[config.mk]
export PLATFORM = sky130hd
export DESIGN_NAME = bmu_wb_stage
export DESIGN_NICKNAME = d
export VERILOG_FILES = /design/src/rtl/bmu_wb_stage.sv
export SDC_FILE = /design/constraint.sdc
export NUM_CORES = 1
export LEC_CHECK = 0
export ABC_AREA = 1
export CORE_MARGIN = 2
export CORE_UTILIZATION = 60
export DETAILED_ROUTE_END_ITERATION = 8
export GPL_TIMING_DRIVEN = 0
export PLACE_DENSITY_LB_ADDON = 0.2
export SETUP_SLACK_MARGIN = 0.4
export SLEW_MARGIN = 20
export SYNTH_ARGS = -nofsm -noshare
export SYNTH_HDL_FRONTEND = slang
export SYNTH_SLANG_ARGS = --single-unit
export TNS_END_PERCENT = 50
[constraint.sdc]
create_clock -name clk -period 3.5 [get_ports clk]
set_input_delay 0.7 -clock clk [delete_from_list [all_inputs] [get_ports clk]]
set_output_delay 0.7 -clock clk [all_outputs]
set_load 0.05 [all_outputs]
[src/rtl/bmu_wb_stage.sv]
// Writeback stage behind the bit-manipulation unit: tracks issued ops through the
// fixed BMU latency, buffers results in a credit-protected FIFO, and drains them in order.
module bmu_wb_stage #(
    parameter int DEPTH   = 4,
    parameter int TAG_W   = 5,
    parameter int BMU_LAT = 1
) (
    input  logic                       clk,
    input  logic                       rst_l,
    input  logic                       flush_in,
    input  logic                       issue_valid_in,
    input  logic [TAG_W-1:0]           issue_rd_in,
    output logic                       issue_ready_out,
    input  logic [31:0]                bmu_result_in,
    input  logic                       bmu_error_in,
    output logic                       wb_valid_out,
    input  logic                       wb_ready_in,
    output logic [TAG_W-1:0]           wb_rd_out,
    output logic [31:0]                wb_data_out,
    output logic                       wb_error_out,
    output logic [$clog2(DEPTH):0]     occupancy_out,
    output logic                       overflow_err_out
);

    localparam int PTR_W = (DEPTH > 1) ? $clog2(DEPTH) : 1;
    localparam int CNT_W = $clog2(DEPTH) + 1;

    logic [BMU_LAT-1:0] pipe_vld_q, pipe_vld_d;
    logic [TAG_W-1:0]   pipe_rd_q [BMU_LAT];
    logic [TAG_W-1:0]   pipe_rd_d [BMU_LAT];

    logic [TAG_W-1:0]   mem_rd_q   [DEPTH];
    logic [TAG_W-1:0]   mem_rd_d   [DEPTH];
    logic [31:0]        mem_data_q [DEPTH];
    logic [31:0]        mem_data_d [DEPTH];
    logic [DEPTH-1:0]   mem_err_q, mem_err_d;

    logic [PTR_W-1:0]   wr_ptr_q, wr_ptr_d, rd_ptr_q, rd_ptr_d;
    logic [CNT_W-1:0]   count_q, count_d;
    logic               overflow_q, overflow_d;

    logic [CNT_W-1:0]   inflight_s;
    logic [CNT_W:0]     credit_used_s;
    logic               issue_ready_s, issue_ok_s;
    logic               cap_s, push_req_s, full_s, push_s, pop_s, wb_valid_s;
    logic [TAG_W-1:0]   cap_rd_s;

    // Credit accounting and handshake decode, all from registered state.
    always_comb begin
        inflight_s = '0;
        for (int i = 0; i < BMU_LAT; i++) begin
            inflight_s = inflight_s + CNT_W'(pipe_vld_q[i]);
        end
        credit_used_s = {1'b0, count_q} + {1'b0, inflight_s};
        issue_ready_s = (credit_used_s < (CNT_W+1)'(DEPTH));
        issue_ok_s    = issue_valid_in & issue_ready_s;
        cap_s         = pipe_vld_q[BMU_LAT-1];
        cap_rd_s      = pipe_rd_q[BMU_LAT-1];
        // x0 writes are dropped unless they carry an error worth reporting.
        push_req_s    = cap_s & ((cap_rd_s != {TAG_W{1'b0}}) | bmu_error_in);
        full_s        = (count_q == CNT_W'(DEPTH));
        push_s        = push_req_s & ~full_s;
        wb_valid_s    = (count_q != {CNT_W{1'b0}});
        pop_s         = wb_valid_s & wb_ready_in;
    end

    // Next-state for tag pipeline, FIFO storage, pointers and sticky error.
    always_comb begin
        pipe_vld_d = pipe_vld_q;
        pipe_rd_d  = pipe_rd_q;
        mem_rd_d   = mem_rd_q;
        mem_data_d = mem_data_q;
        mem_err_d  = mem_err_q;
        wr_ptr_d   = wr_ptr_q;
        rd_ptr_d   = rd_ptr_q;
        count_d    = count_q;
        overflow_d = overflow_q | (issue_valid_in & ~issue_ready_s) | (push_req_s & full_s);

        pipe_vld_d[0] = issue_ok_s;
        pipe_rd_d[0]  = issue_rd_in;
        for (int i = 1; i < BMU_LAT; i++) begin
            pipe_vld_d[i] = pipe_vld_q[i-1];
            pipe_rd_d[i]  = pipe_rd_q[i-1];
        end

        if (push_s) begin
            mem_rd_d[wr_ptr_q]   = cap_rd_s;
            mem_data_d[wr_ptr_q] = bmu_result_in;
            mem_err_d[wr_ptr_q]  = bmu_error_in;
        end else begin
            mem_err_d = mem_err_q;
        end
        wr_ptr_d = wr_ptr_q + PTR_W'(push_s);
        rd_ptr_d = rd_ptr_q + PTR_W'(pop_s);
        count_d  = count_q + CNT_W'(push_s) - CNT_W'(pop_s);

        // Flush overrides issue, capture and pop; the sticky error survives it.
        if (flush_in) begin
            pipe_vld_d = '0;
            wr_ptr_d   = '0;
            rd_ptr_d   = '0;
            count_d    = '0;
        end else begin
            count_d = count_d;
        end
    end

    // State registers with asynchronous clear.
    always_ff @(posedge clk or negedge rst_l) begin
        if (!rst_l) begin
            pipe_vld_q <= '0;
            for (int i = 0; i < BMU_LAT; i++) begin
                pipe_rd_q[i] <= '0;
            end
            for (int j = 0; j < DEPTH; j++) begin
                mem_rd_q[j]   <= '0;
                mem_data_q[j] <= 32'h0000_0000;
            end
            mem_err_q  <= '0;
            wr_ptr_q   <= '0;
            rd_ptr_q   <= '0;
            count_q    <= '0;
            overflow_q <= 1'b0;
        end else begin
            pipe_vld_q <= pipe_vld_d;
            pipe_rd_q  <= pipe_rd_d;
            mem_rd_q   <= mem_rd_d;
            mem_data_q <= mem_data_d;
            mem_err_q  <= mem_err_d;
            wr_ptr_q   <= wr_ptr_d;
            rd_ptr_q   <= rd_ptr_d;
            count_q    <= count_d;
            overflow_q <= overflow_d;
        end
    end

    assign issue_ready_out  = issue_ready_s;
    assign wb_valid_out     = wb_valid_s;
    assign wb_rd_out        = mem_rd_q[rd_ptr_q];
    assign wb_data_out      = mem_data_q[rd_ptr_q];
    assign wb_error_out     = mem_err_q[rd_ptr_q];
    assign occupancy_out    = count_q;
    assign overflow_err_out = overflow_q;

endmodule

### Word level (Yosys, flattened, before mapping)

Index checks and enable logic that the tools add are counted.

| storage, ports and cells | value |
|---|---|
| register bits | 166 |
| output and inout port bits | 44 |

| operators by class | value |
|---|---|
| bitwise operators | 13 |
| equal/unequal tests | 1 |
| muxes and demuxes | 21 |
| order comparisons | 7 |
| add/sub/neg operators | 5 |
| reduce and logical (&&, ||, !) cells | 4 |

Operators with widths:

| operator | number |
|---|---|
| $bwmux W128 | 1 |
| $mux W32 | 3 |
| $bmux W32 S2 | 1 |
| $demux W32 S2 | 1 |
| $bwmux W20 | 1 |
| $mux W5 | 3 |
| $bmux W5 S2 | 1 |
| $demux W5 S2 | 1 |
| $and A1 B1 Y1 | 6 |
| $ge A3 B3 Y1 const B | 2 |
| $lt A2 B3 Y1 const B | 2 |
| $not A2 Y3 | 2 |
| $reduce_bool A5 Y1 | 1 |
| $add A2 B1 Y2 | 2 |
| $add A3 B1 Y4 | 1 |
| $bwmux W4 | 1 |
| $lt A4 B3 Y1 const B | 1 |
| $mux W2 | 2 |
| $add A3 B1 Y3 | 1 |
| $eq A3 B3 Y1 const B | 1 |
| $lt A3 B1 Y1 const B | 1 |
| $mux W1 | 3 |
| $mux W3 | 1 |
| $or A1 B1 Y1 | 3 |
| other kinds (7) | 9 |

### Depth between registers and ports, before layout

Gate-level depths: netlist of run 1.

| depth | value |
|---|---|
| depth in word-level cells | 7 |
| mapped depth | 10 |

### Worst setup path after synthesis of run 1

No wires, ideal clock.

| timing path | value |
|---|---|
| kind | flip-flop to flip-flop |
| start | register count_q[1] (netlist: occupancy_out[1]) |
| end | register count_q[2] (netlist: occupancy_out[2]) |
| library setup time | 0.128 ns |
| required time | 3.372 ns |
| setup slack | 0.854 ns |
| stages on the path, launching flop included | 11 |
| arrival time | 2.518 ns |
| path through | dfrtp_1 inv_1 nand3_1 and2_1 ha_1 inv_1 ha_1 inv_1 fa_1 xnor2_1 nor2_1 |

| between the ends | value |
|---|---|
| elaborated cells between the ends (all ways) | 8 |
| classes of those cells | add/sub: 2; eq/ne: 1; mux: 1; bitwise: 3; reduce/logical: 1 |

RTL lines:

| what | line | source |
|---|---|---|
| start: declaration | 39 | `logic [CNT_W-1:0] count_q, count_d;` |
| start signal: assignment | 132 | `count_q <= count_d;` |
| $reduce_bool A3 Y1 | 63 | `wb_valid_s = (count_q != {CNT_W{1'b0}});` |
| via wb_valid_out | 16 | `output logic wb_valid_out,` |
| $and A1 B1 Y1 | 64 | `pop_s = wb_valid_s & wb_ready_in;` |
| $sub A3 B1 Y3 | 95 | `count_d = count_q + CNT_W'(push_s) - CNT_W'(pop_s);` |
| $mux W3 | 98 | `if (flush_in) begin` |
| via count_d[2] | 39 |  |

The timed path passes the listed nets, and every way through them passes these cells.
A chain may end at the register's enable or synchronous reset.

### Worst setup path after layout of run 1

| timing path | value |
|---|---|
| start | register rd_ptr_q[0] |
| end | output port wb_data_out[27] |

| between the ends | value |
|---|---|
| cells in the longest elaborated chain, start to end | 4 |

Ends and longest elaborated chain:

| what | line | source |
|---|---|---|
| start: declaration | 38 | `logic [PTR_W-1:0] wr_ptr_q, wr_ptr_d, rd_ptr_q, rd_ptr_d;` |
| start signal: assignment | 131 | `rd_ptr_q <= rd_ptr_d;` |
| $not A2 Y3 (implied by the code) | 140 | `assign wb_data_out = mem_data_q[rd_ptr_q];` |
| $bmux W32 S2 | 140 |  |
| $mux W32 (implied by the code) (2 in a row) | 140 |  |
| end: declaration | 19 | `output logic [31:0] wb_data_out,` |

No other way between the ends. The select of a mux whose other input is x is not followed.

==> impl_metrics.json, run 1 <==
{
  "status": "finished clean",
  "seqPwrFrac": 0.337,
  "fin_nets": 1088,
  "fin_crit_ns": 3.159,
  "syn-num-nets": 983,
  "htreeDepth": 4,
  "clkPwrFrac": 0.210,
  "area_delta_synth_final_pct": 21.20,
  "maxSlewHeadroom": 0.5948,
  "num_antenna_cells": 0,
  "antenna_found_initial": 0,
  "fin_cells": 1218,
  "pwr-share-comb": 0.453,
  "cts_tree": "built",
  "seq_area_frac_synth": 0.5589,
  "hold_class": "in -> async",
  "postRouteAntennaNets": 0,
  "gp_congestion": 0.8467,
  "hold_viol_final": 0,
  "worst_pin_slew_ns": 0.6078,
  "critPathMaxStageDelay_ns": 0.55,
  "postCtsSetupBuffers": 0,
  "worst-path-buf-inv": 4,
  "clk_path_buf_depth": 2,
  "drt_iter0_drc": 755,
  "core_um2": 12060,
  "port_buffers": 85,
  "arrival_ns": 2.46,
  "initial_core_util": 0.6162,
  "drv_slew": 0,
  "dieArea_um2": 13290,
  "cp_data_required_time_ns": 2.80,
  "place_inst": 1188,
  "p_switching_w": 0.003776,
  "rsz0062_at_grt": "true",
  "cp-end-kind": "output pin",
  "finalSetupViolations": 0,
  "p_sw_frac": 0.4500,
  "grt_remaining_overflow": 0,
  "num_rows": 40,
  "cp_top_family": "buffers and inverters",
  "p_leak_nw": 4.869,
  "worst_slack_ns": 0.3411,
  "ys_seq_elements": 166,
  "finalCritPeriodShare": 0.9025,
  "synth_cells": 934,
  "fill_cells": 904,
  "fmax_ghz": 0.3166,
  "skew_ns": 0.004241,
  "grt_max_degree": 102,
  "multi_input_area_um2": 2914,
  "vdd_drop_max_mv": 0.5198,
  "critPathMaxFanout": 10,
  "syn_area_per_cell_um2": 7.957,
  "viasPerCell": 5.495,
  "cts_hold_buffers": 0,
  "num_vias": 6693,
  "ys_warn_count": 0,
  "dp_hpwl_um": 12870,
  "dieWidth_um": 115.3,
  "totalWireLength_um": 19910,
  "die_h_um": 115.3,
  "wl_per_cell_um": 16.35,
  "crit_slowest_cell": "dlygate4sd2_1",
  "clk_transition_reported_paths_ns": 0.06,
  "clockRootBuffer": "clkbuf_16",
  "ios": 87,
  "drt_first_pass_iters": 6,
  "path_cells": "inv_1, buf_2, clkbuf_2, nor2_1, o22ai_1, dlygate4sd2_1",
  "cap_violations": 0,
  "cts.sinks": 166,
  "grt_pass1_wl_um": 32560,
  "layout.area.seq_um2": 4154,
  "remaining_drc_errors": 0,
  "grt_usage": 0.3204,
  "drive_gt1_frac": 0.09333,
  "critical_path_class": "reg -> out",
  "p_int_w": 0.004614,
  "cts_made_buffers": 17,
  "clk_latency_ns": 0.43,
  "synthDistinctLibCells": 20,
  "worstSetupStartpointType": "flip-flop",
  "p_per_area_nw_per_um2": 931.4,
  "grt_pass1_vias": 6633,
  "dp_worst_setup_slack_ns": 0.2639,
  "synth_area_um2": 7432
}
metrics by stage:
step / hold WS (ns) / area (µm²) / util / setup TNS (ns) / power (W)
after floorplan: 0.4044 / 7432 / - / 0 / 0.005509
after global placement: 0.4542 / 8493 / 0.7041 / -824.41 / 0.006798
after detailed placement: 0.4597 / 8526 / 0.7068 / 0 / 0.006853
after CTS: 0.2427 / 9060 / 0.7511 / 0 / 0.008429
after global routing: 0.2626 / 9007 / 0.7468 / 0 / 0.008845
final: 0.2120 / 9007 / 0.7468 / 0 / 0.008390
path summary, 6_finish.rpt:
path | start | end | slack [ns] | cells after the start
worst min register to register | mem_data_q[49] | mem_data_q[49] | 0.48 | 2
worst max register to register | cap_rd_s[1] | occupancy_out[2] | 1.28 | 10
worst max-delay path | rd_ptr_q[0] | wb_data_out[27] | 0.34 | 6
max in group asynchronous | rst_l | mem_data_q[66] | 2.39 | 2
min in group clk | mem_data_q[49] | mem_data_q[49] | 0.48 | 2
worst min-delay path | rst_l | mem_data_q[121] | 0.21 | 1
power groups by stage:
| stage | registers (W) | logic [W] | clock network (W) |
|---|---|---|---|
| 2_1_floorplan | 0.00279 | 0.00272 | 0 |
| 4_1_cts | 0.00281 | 0.00385 | 0.00177 |
| 3_5_place_dp | 0.00283 | 0.00402 | 0 |
| 3_3_place_gp | 0.00282 | 0.00397 | 0 |
| 6_report | 0.00283 | 0.00380 | 0.00176 |
| 5_1_grt | 0.00289 | 0.00411 | 0.00185 |
final cells by class:
cell class	instances	share of cell area
Inverter	18	0.007501
Tap cell	168	0.02334
Sequential cell	166	0.4612
Timing Repair Buffer	86	0.08946
Buffer	58	0.03459
Clock buffer	26	0.05542
Multi-Input combinational cell	692	0.3235
Clock inverter	4	0.005001
what timing repair did:
| action | in CTS | in global routing |
|---|---|---|
| endpoints found under the hold margin | 0 | 0 |
| gates resized for setup | 62 | 41 |
| setup endpoints to repair | 38 | 37 |
Yosys cell counts, drive strengths merged:
cell	n	area, µm²
fa	1	20.02
dfrtp	166	4154
o21ai	76	380.4
nand4	5	31.28
inv	18	67.56
and2	1	6.260
a21oi	1	5.000
ha	5	62.56
nor2	94	352.8
o22ai	38	237.7
nand3	7	57.56
clkbuf	27	101.4
nand3b	1	7.510
buf	31	195.2
nand2	460	1727
xnor2	3	26.28
worst reg2reg max path: cells and delay by family, from the launching register on:
kind	cells	cell delay (ns)
fa+ha+maj	3	0.74
simple gates	4	0.69
buf+inv	2	0.10
xor+xnor	1	0.15
flops	1	0.43
layout by cell type, fill, tap and decap left out, types with 2 or more instances in the layout:
cell type	n
nor2_1	94
nand4_1	5
clkinv_2	3
clkdlybuf4s15_2	9
buf_2	16
xnor2_1	3
clkbuf_8	4
clkbuf_16	17
dfrtp_1	166
o21ai_0	73
dlygate4sd2_1	11
nand3_2	2
inv_1	18
nand2_1	460
clkdlybuf4s50_1	46
clkbuf_1	20
nand3_1	4
buf_4	16
dlymetal6s2s_1	2
o22ai_1	38
clkbuf_2	27
o21ai_1	3
ha_1	5
per-layer routing:
layer,track usage,part of all wire
met5,0,0
met4,0.1341,0.027
met3,0.06168,0.078
met2,0.5196,0.48
met1,0.4272,0.41
logic make-up after synthesis:
logic type / Yosys count / share of synthesized area
buffers and inverters: 76 / 0.04899
adders and majority gates: 6 / 0.01111
xor gates and xnor gates: 3 / 0.003536
AOI/OAI and AO/OA: 115 / 0.08384
and+or+nand+nor: 568 / 0.2936
DFF: 166 / 0.5589
sequential cells by signal (all words and copies together), names as in the netlist:
register          cells
cap_rd_s              5
cap_s                 1
overflow_err_out      1
mem_rd_q             20
wr_ptr_q              2
mem_err_q             4
occupancy_out         3
rd_ptr_q              2
mem_data_q          128
Power figures use the tool's default switching activity.
==> inputs of run 2 (changes only) <==
--- a/config.mk
+++ b/config.mk
@@ -6,7 +6,6 @@
 export NUM_CORES = 1
 export LEC_CHECK = 0
 export ABC_AREA = 1
-export CORE_MARGIN = 2
 export CORE_UTILIZATION = 60
 export DETAILED_ROUTE_END_ITERATION = 8
 export GPL_TIMING_DRIVEN = 0
==> run 2 against run 1 <==
Against the previous run: clock skew about the same; fmax increased by 0.17%; cell area rose by 0.15%; largest cell class unchanged; power grew 0.80%; critical endpoint is now wb_data_out[22].
==> impl_metrics.json, run 2 (synthesis gave the netlist of run 1 again) <==
{
  "grt_pass1_wl_um": 33980,
  "cts_made_buffers": 17,
  "totalWireLength_um": 20420,
  "num_rows": 40,
  "clkPwrFrac": 0.211,
  "p_per_area_nw_per_um2": 937.4,
  "routed.top_layer": "met4",
  "remaining_drc_errors": 0,
  "clockRootBuffer": "clkbuf_16",
  "critical_path_class": "reg -> out",
  "num_vias": 6860,
  "grt_usage": 0.3485,
  "postCtsSetupBuffers": 0,
  "drive_gt1_frac": 0.09895,
  "p_sw_frac": 0.4502,
  "vdd_drop_max_mv": 0.5158,
  "multi_input_area_um2": 2914,
  "finalCritPeriodShare": 0.9010,
  "num_antenna_cells": 0,
  "initial_core_util": 0.6162,
  "clk_path_buf_depth": 2,
  "r2r_cells": 10,
  "grt_max_degree": 87,
  "hold_class": "in -> async",
  "cts_hold_buffers": 0,
  "worst_slack_ns": 0.3465,
  "finalSetupViolations": 0,
  "reg2reg_from": "cap_rd_s[1]",
  "layout_common_cells": "nand2_1, dfrtp_1, nor2_1, o21ai_0, clkdlybuf4s50_1",
  "drt_iter0_drc": 853,
  "cts_resized": 76,
  "p_switching_w": 0.003807,
  "wl_per_cell_um": 16.75,
  "arrival_ns": 2.45,
  "cap_violations": 0,
  "wl_met1_um": 8225,
  "critPathMaxFanout": 10,
  "drv_slew": 0,
  "postRouteAntennaNets": 0,
  "clk_transition_reported_paths_ns": 0.06,
  "gp_congestion": 0.8371,
  "grt_remaining_overflow": 0,
  "r2r_slack_ns": 1.30,
  "fin_crit_ns": 3.153,
  "mostFrequentLayoutCell": "nand2_1",
  "drt_first_pass_iters": 8,
  "cp_data_required_time_ns": 2.80,
  "cp-end-kind": "output pin",
  "grt_pass1_vias": 6802,
  "hold_viol_final": 0,
  "antenna_found_initial": 0,
  "seqPwrFrac": 0.335,
  "fin_nets": 1088,
  "worstSetupStartpointType": "flip-flop",
  "viasPerCell": 5.628,
  "largest_reg_flops": 128,
  "cts_tree": "built",
  "die_h_um": 113.3,
  "layout.area.seq_um2": 4154,
  "p_leak_nw": 4.851,
  "skew_ns": 0.004643,
  "dieWidth_um": 113.3,
  "dp_worst_setup_slack_ns": 0.2372,
  "rsz0062_at_grt": "true",
  "fmax_ghz": 0.3171,
  "status": "finished clean",
  "rr_endpoint": "occupancy_out[2]",
  "ios": 87,
  "wl_met3_um": 1729,
  "dieArea_um2": 12840,
  "core_um2": 12060,
  "maxSlewHeadroom": 0.5662,
  "wl_met2_um": 10000,
  "cts.sinks": 166,
  "area_delta_synth_final_pct": 21.38,
  "top_register": "mem_data_q",
  "fill_cells": 889,
  "port_buffers": 85,
  "dp_hpwl_um": 12970,
  "worst_pin_slew_ns": 0.6507,
  "htreeDepth": 4,
  "clk_latency_ns": 0.43,
  "pwr-share-comb": 0.454,
  "p_int_w": 0.004650,
  "worst_hold_slack_ns": 0.2739
}
-- run 2: cell types whose count changed in the layout (fill, tap and decap cells not counted) --
cell and delta:
dlygate4sd2_1 -7, clkdlybuf4s15_2 +4, clkdlybuf4s15_1 +2, buf_1 +1, buf_2 +1, clkbuf_2 +1, clkbuf_8 +1, clkinv_2 -1
dlymetal6s2s_1 -1
-- run 2: power groups by stage --
stage | sequential [W] | clock [W] | combinational (W)
final | 0.00283 | 0.00179 | 0.00384
after global routing | 0.00290 | 0.00187 | 0.00415
after CTS | 0.00282 | 0.00179 | 0.00389
after detailed placement | 0.00283 | 0 | 0.00404
after global placement | 0.00282 | 0 | 0.00397
after floorplan | 0.00279 | 0 | 0.00272
-- run 2: how the worst max path moves through the flow --
stage,startpoint,endpoint,slack [ns],depth (start not counted)
after global routing,rd_ptr_q[0],wb_data_out[27],0.26,6
after CTS,rd_ptr_q[0],wb_data_out[25],0.12,6
final,rd_ptr_q[0],wb_data_out[22],0.35,6
after global placement,rst_l,mem_data_q[8],-4.95,1
after floorplan,occupancy_out[1],occupancy_out[2],0.85,10
after detailed placement,rd_ptr_q[0],wb_rd_out[4],0.24,6
-- run 2: per-stage QoR --
| stage | utilization | area [µm²] | instances | setup TNS, ns | power, W |
|---|---|---|---|---|---|
| 6_report | 0.7479 | 9021 | 1219 | 0 | 0.008456 |
| 5_1_grt | 0.7479 | 9021 | 1219 | 0 | 0.008917 |
| 4_1_cts | 0.7536 | 9090 | 1219 | 0 | 0.008498 |
| 3_3_place_gp | 0.7041 | 8493 | 1187 | -818.77 | 0.006792 |
| 2_1_floorplan | - | 7432 | 934 | 0 | 0.005509 |
| 3_5_place_dp | 0.7068 | 8526 | 1188 | 0 | 0.006868 |
-- run 2: layout make-up --
| class | count | share of cell area |
|---|---|---|
| Timing Repair Buffer | 86 | 0.08946 |
| Tap cell | 168 | 0.02330 |
| Clock buffer | 28 | 0.05728 |
| Sequential cell | 166 | 0.4605 |
| Inverter | 18 | 0.007490 |
| Clock inverter | 3 | 0.004438 |
| Buffer | 58 | 0.03454 |
| Multi-Input combinational cell | 692 | 0.3230 |
-- run 2: worst max-delay path, cell delays in order, from the launching register on --
cell and delay, ns:
dfrtp_1 0.49, inv_1 0.14, buf_2 0.26, clkbuf_2 0.31, nor2_1 0.07, o22ai_1 0.19, dlygate4sd2_1 0.55
-- run 2: routing by layer --
layer  GRT usage  up-vias
li1            -     3152
met1      0.4489     3296
met2      0.5730      369
met3     0.08677       43
met4      0.1325        0
met5           0        -
==> inputs of run 3 (changes only) <==
--- a/config.mk
+++ b/config.mk
@@ -6,7 +6,8 @@
 export NUM_CORES = 1
 export LEC_CHECK = 0
 export ABC_AREA = 1
-export CORE_UTILIZATION = 60
+export CORE_ASPECT_RATIO = 0.7
+export CORE_UTILIZATION = 51
 export DETAILED_ROUTE_END_ITERATION = 8
 export GPL_TIMING_DRIVEN = 0
 export PLACE_DENSITY_LB_ADDON = 0.2
==> constraint.sdc (replaced) <==
create_clock -name clk -period 2.79 [get_ports clk]
set_input_delay 0.558 -clock clk [delete_from_list [all_inputs] [get_ports clk]]
set_output_delay 0.558 -clock clk [all_outputs]
set_load 0.05 [all_outputs]
==> run 3 against run 2 <==
Against the previous run: first-iteration DRC count fell by 13%; critical path type unchanged; final cell count rose by 2.7%; sequential cell count did not move; cell area rose by 4.6%; hold slack got worse by 0.20 ns; utilization fell by 7.7 points.
==> impl_metrics.json, run 3 (synthesis gave the netlist of run 1 again) <==
{
  "rsz0062_at_grt": "true",
  "num_rows": 36,
  "place_area_um2": 8562,
  "vdd_drop_max_mv": 0.6437,
  "crit_slowest_cell": "dfrtp_2",
  "grt_remaining_overflow": 0,
  "clk_path_buf_depth": 2,
  "dp_hpwl_um": 13530,
  "num_antenna_cells": 0,
  "critPathMaxFanout": 10,
  "cp_top_family": "buffers and inverters",
  "drt_first_pass_iters": 5,
  "finalSetupViolations": 0,
  "grt_pass1_vias": 6508,
  "fin_nets": 1098,
  "port_buffers": 85,
  "mostFrequentLayoutCell": "nand2_1",
  "fmax_ghz": 0.4139,
  "worst-path-buf-inv": 4,
  "clockRootBuffer": "clkbuf_16",
  "critical_path_class": "reg -> out",
  "num_vias": 6767,
  "gp_congestion": 0.8486,
  "postRouteAntennaNets": 0,
  "status": "finished clean",
  "p_leak_nw": 5.035,
  "layout_common_cells": "nand2_1, dfrtp_1, nor2_1, o21ai_0, buf_4",
  "r2r_cells": 10,
  "die_h_um": 103,
  "arrival_ns": 1.86,
  "antenna_found_initial": 0,
  "cp-end-kind": "output pin",
  "grt_max_degree": 98,
  "viasPerCell": 5.405,
  "drv_slew": 0,
  "worstSetupStartpointType": "flip-flop",
  "largest_reg_flops": 128,
  "path_cells": "clkinv_4, buf_12, clkbuf_16, nor2_1, o22ai_1, buf_4",
  "remaining_drc_errors": 0,
  "grt_usage": 0.3001,
  "p_per_area_nw_per_um2": 1197,
  "r2r_slack_ns": 0.57,
  "maxSlewHeadroom": 0.5861,
  "top_register": "mem_data_q",
  "rr_endpoint": "occupancy_out[2]",
  "dp_worst_setup_slack_ns": -0.3532,
  "worst_slack_ns": 0.3739,
  "dieArea_um2": 15070,
  "fill_cells": 1202,
  "critPathMaxStageDelay_ns": 0.49,
  "clk_latency_ns": 0.43,
  "stdcell_area_um2": 9433,
  "cts_made_buffers": 17,
  "ios": 87,
  "initial_core_util": 0.5288,
  "fin_crit_ns": 2.416,
  "reg2reg_from": "cap_rd_s[1]",
  "finalCritPeriodShare": 0.8660,
  "area_delta_synth_final_pct": 26.92,
  "core_um2": 14050,
  "drive_gt1_frac": 0.1497,
  "cap_violations": 0,
  "worst_pin_slew_ns": 0.6209,
  "clk_transition_reported_paths_ns": 0.07,
  "htreeDepth": 4,
  "hold_viol_final": 0,
  "cp_data_required_time_ns": 2.23,
  "cts.sinks": 166,
  "wl_per_cell_um": 17.02,
  "drt_iter0_drc": 744,
  "cts_tree": "built",
  "fin_tns_setup_ns": 0,
  "skew_ns": 0.009451,
  "totalWireLength_um": 21310,
  "dieWidth_um": 146.3,
  "hold_class": "in -> async",
  "grt_pass1_wl_um": 34140
}
-- run 3: cell count changes in the layout (fill, tap and decap cells not counted), moves of 8 or more --
cell | previous run | this run
buf_4 | 16 | 55
clkbuf_2 | 28 | 3
clkbuf_1 | 20 | 5
clkdlybuf4s15_2 | 13 | 0
o21ai_0 | 73 | 64
o22ai_1 | 38 | 29
o22ai_2 | 0 | 9
buf_6 | 0 | 8
clkbuf_4 | 0 | 8
o21ai_1 | 3 | 11
-- run 3: how the worst max path moves through the flow --
| stage | slack, ns | cells after the start | start | to |
|---|---|---|---|---|
| 2_1_floorplan | 0.44 | 5 | rd_ptr_q[0] | wb_rd_out[2] |
| 6_report | 0.37 | 6 | rd_ptr_q[0] | wb_error_out |
| 3_3_place_gp | -6.24 | 1 | rst_l | occupancy_out[0] |
| 3_5_place_dp | -0.35 | 6 | rd_ptr_q[1] | wb_data_out[14] |
| 4_1_cts | 0.38 | 6 | rd_ptr_q[0] | wb_rd_out[3] |
| 5_1_grt | 0.33 | 11 | bmu_error_in | occupancy_out[2] |
-- run 3: cell type report --
cell class	count	area [µm²]	share of cell area
Buffer	58	506.7	0.05372
Clock buffer	17	425.4	0.04510
Clock inverter	15	145.1	0.01539
Inverter	18	72.57	0.007693
Multi-Input combinational cell	692	2992	0.3172
Sequential cell	166	4160	0.4410
Tap cell	190	237.7	0.02520
Timing Repair Buffer	96	893.4	0.09471
-- run 3: report_power, final --
group | switching (W) | total [W] | internal (W)
Clock | 0.00105 | 0.00230 | 0.00125
Sequential | 0.000420 | 0.00355 | 0.00313
Combinational | 0.00361 | 0.00545 | 0.00184
Total | 0.00508 | 0.0113 | 0.00622
-- run 3: what timing repair did --
item	CTS	global route
endpoints found under the setup margin	40	42
gates resized for setup	285	53
hold buffers	0	0
cloned	0	3
pin swaps	3	9
setup buffers	7	0
hold endpoints to repair	0	0
-- run 3: stage by stage --
step	power, W	hold slack (ns)	util	cells
finish	0.01129	0.07845	0.6712	1252
global route	0.01187	0.1130	0.6712	1252
CTS	0.01103	0.1077	0.6610	1249
detailed placement	0.008659	0.4597	0.6092	1210
global placement	0.008583	0.4518	0.6069	1209
floorplan	0.006919	0.2624	-	934
-- run 3: routing by layer --
layer	wire length, µm	GRT usage	up-vias
met5	0	0	-
met4	261	0.08253	0
met3	1920	0.06814	29
met2	9327	0.4619	315
met1	9801	0.4316	3259
li1	-	-	3164
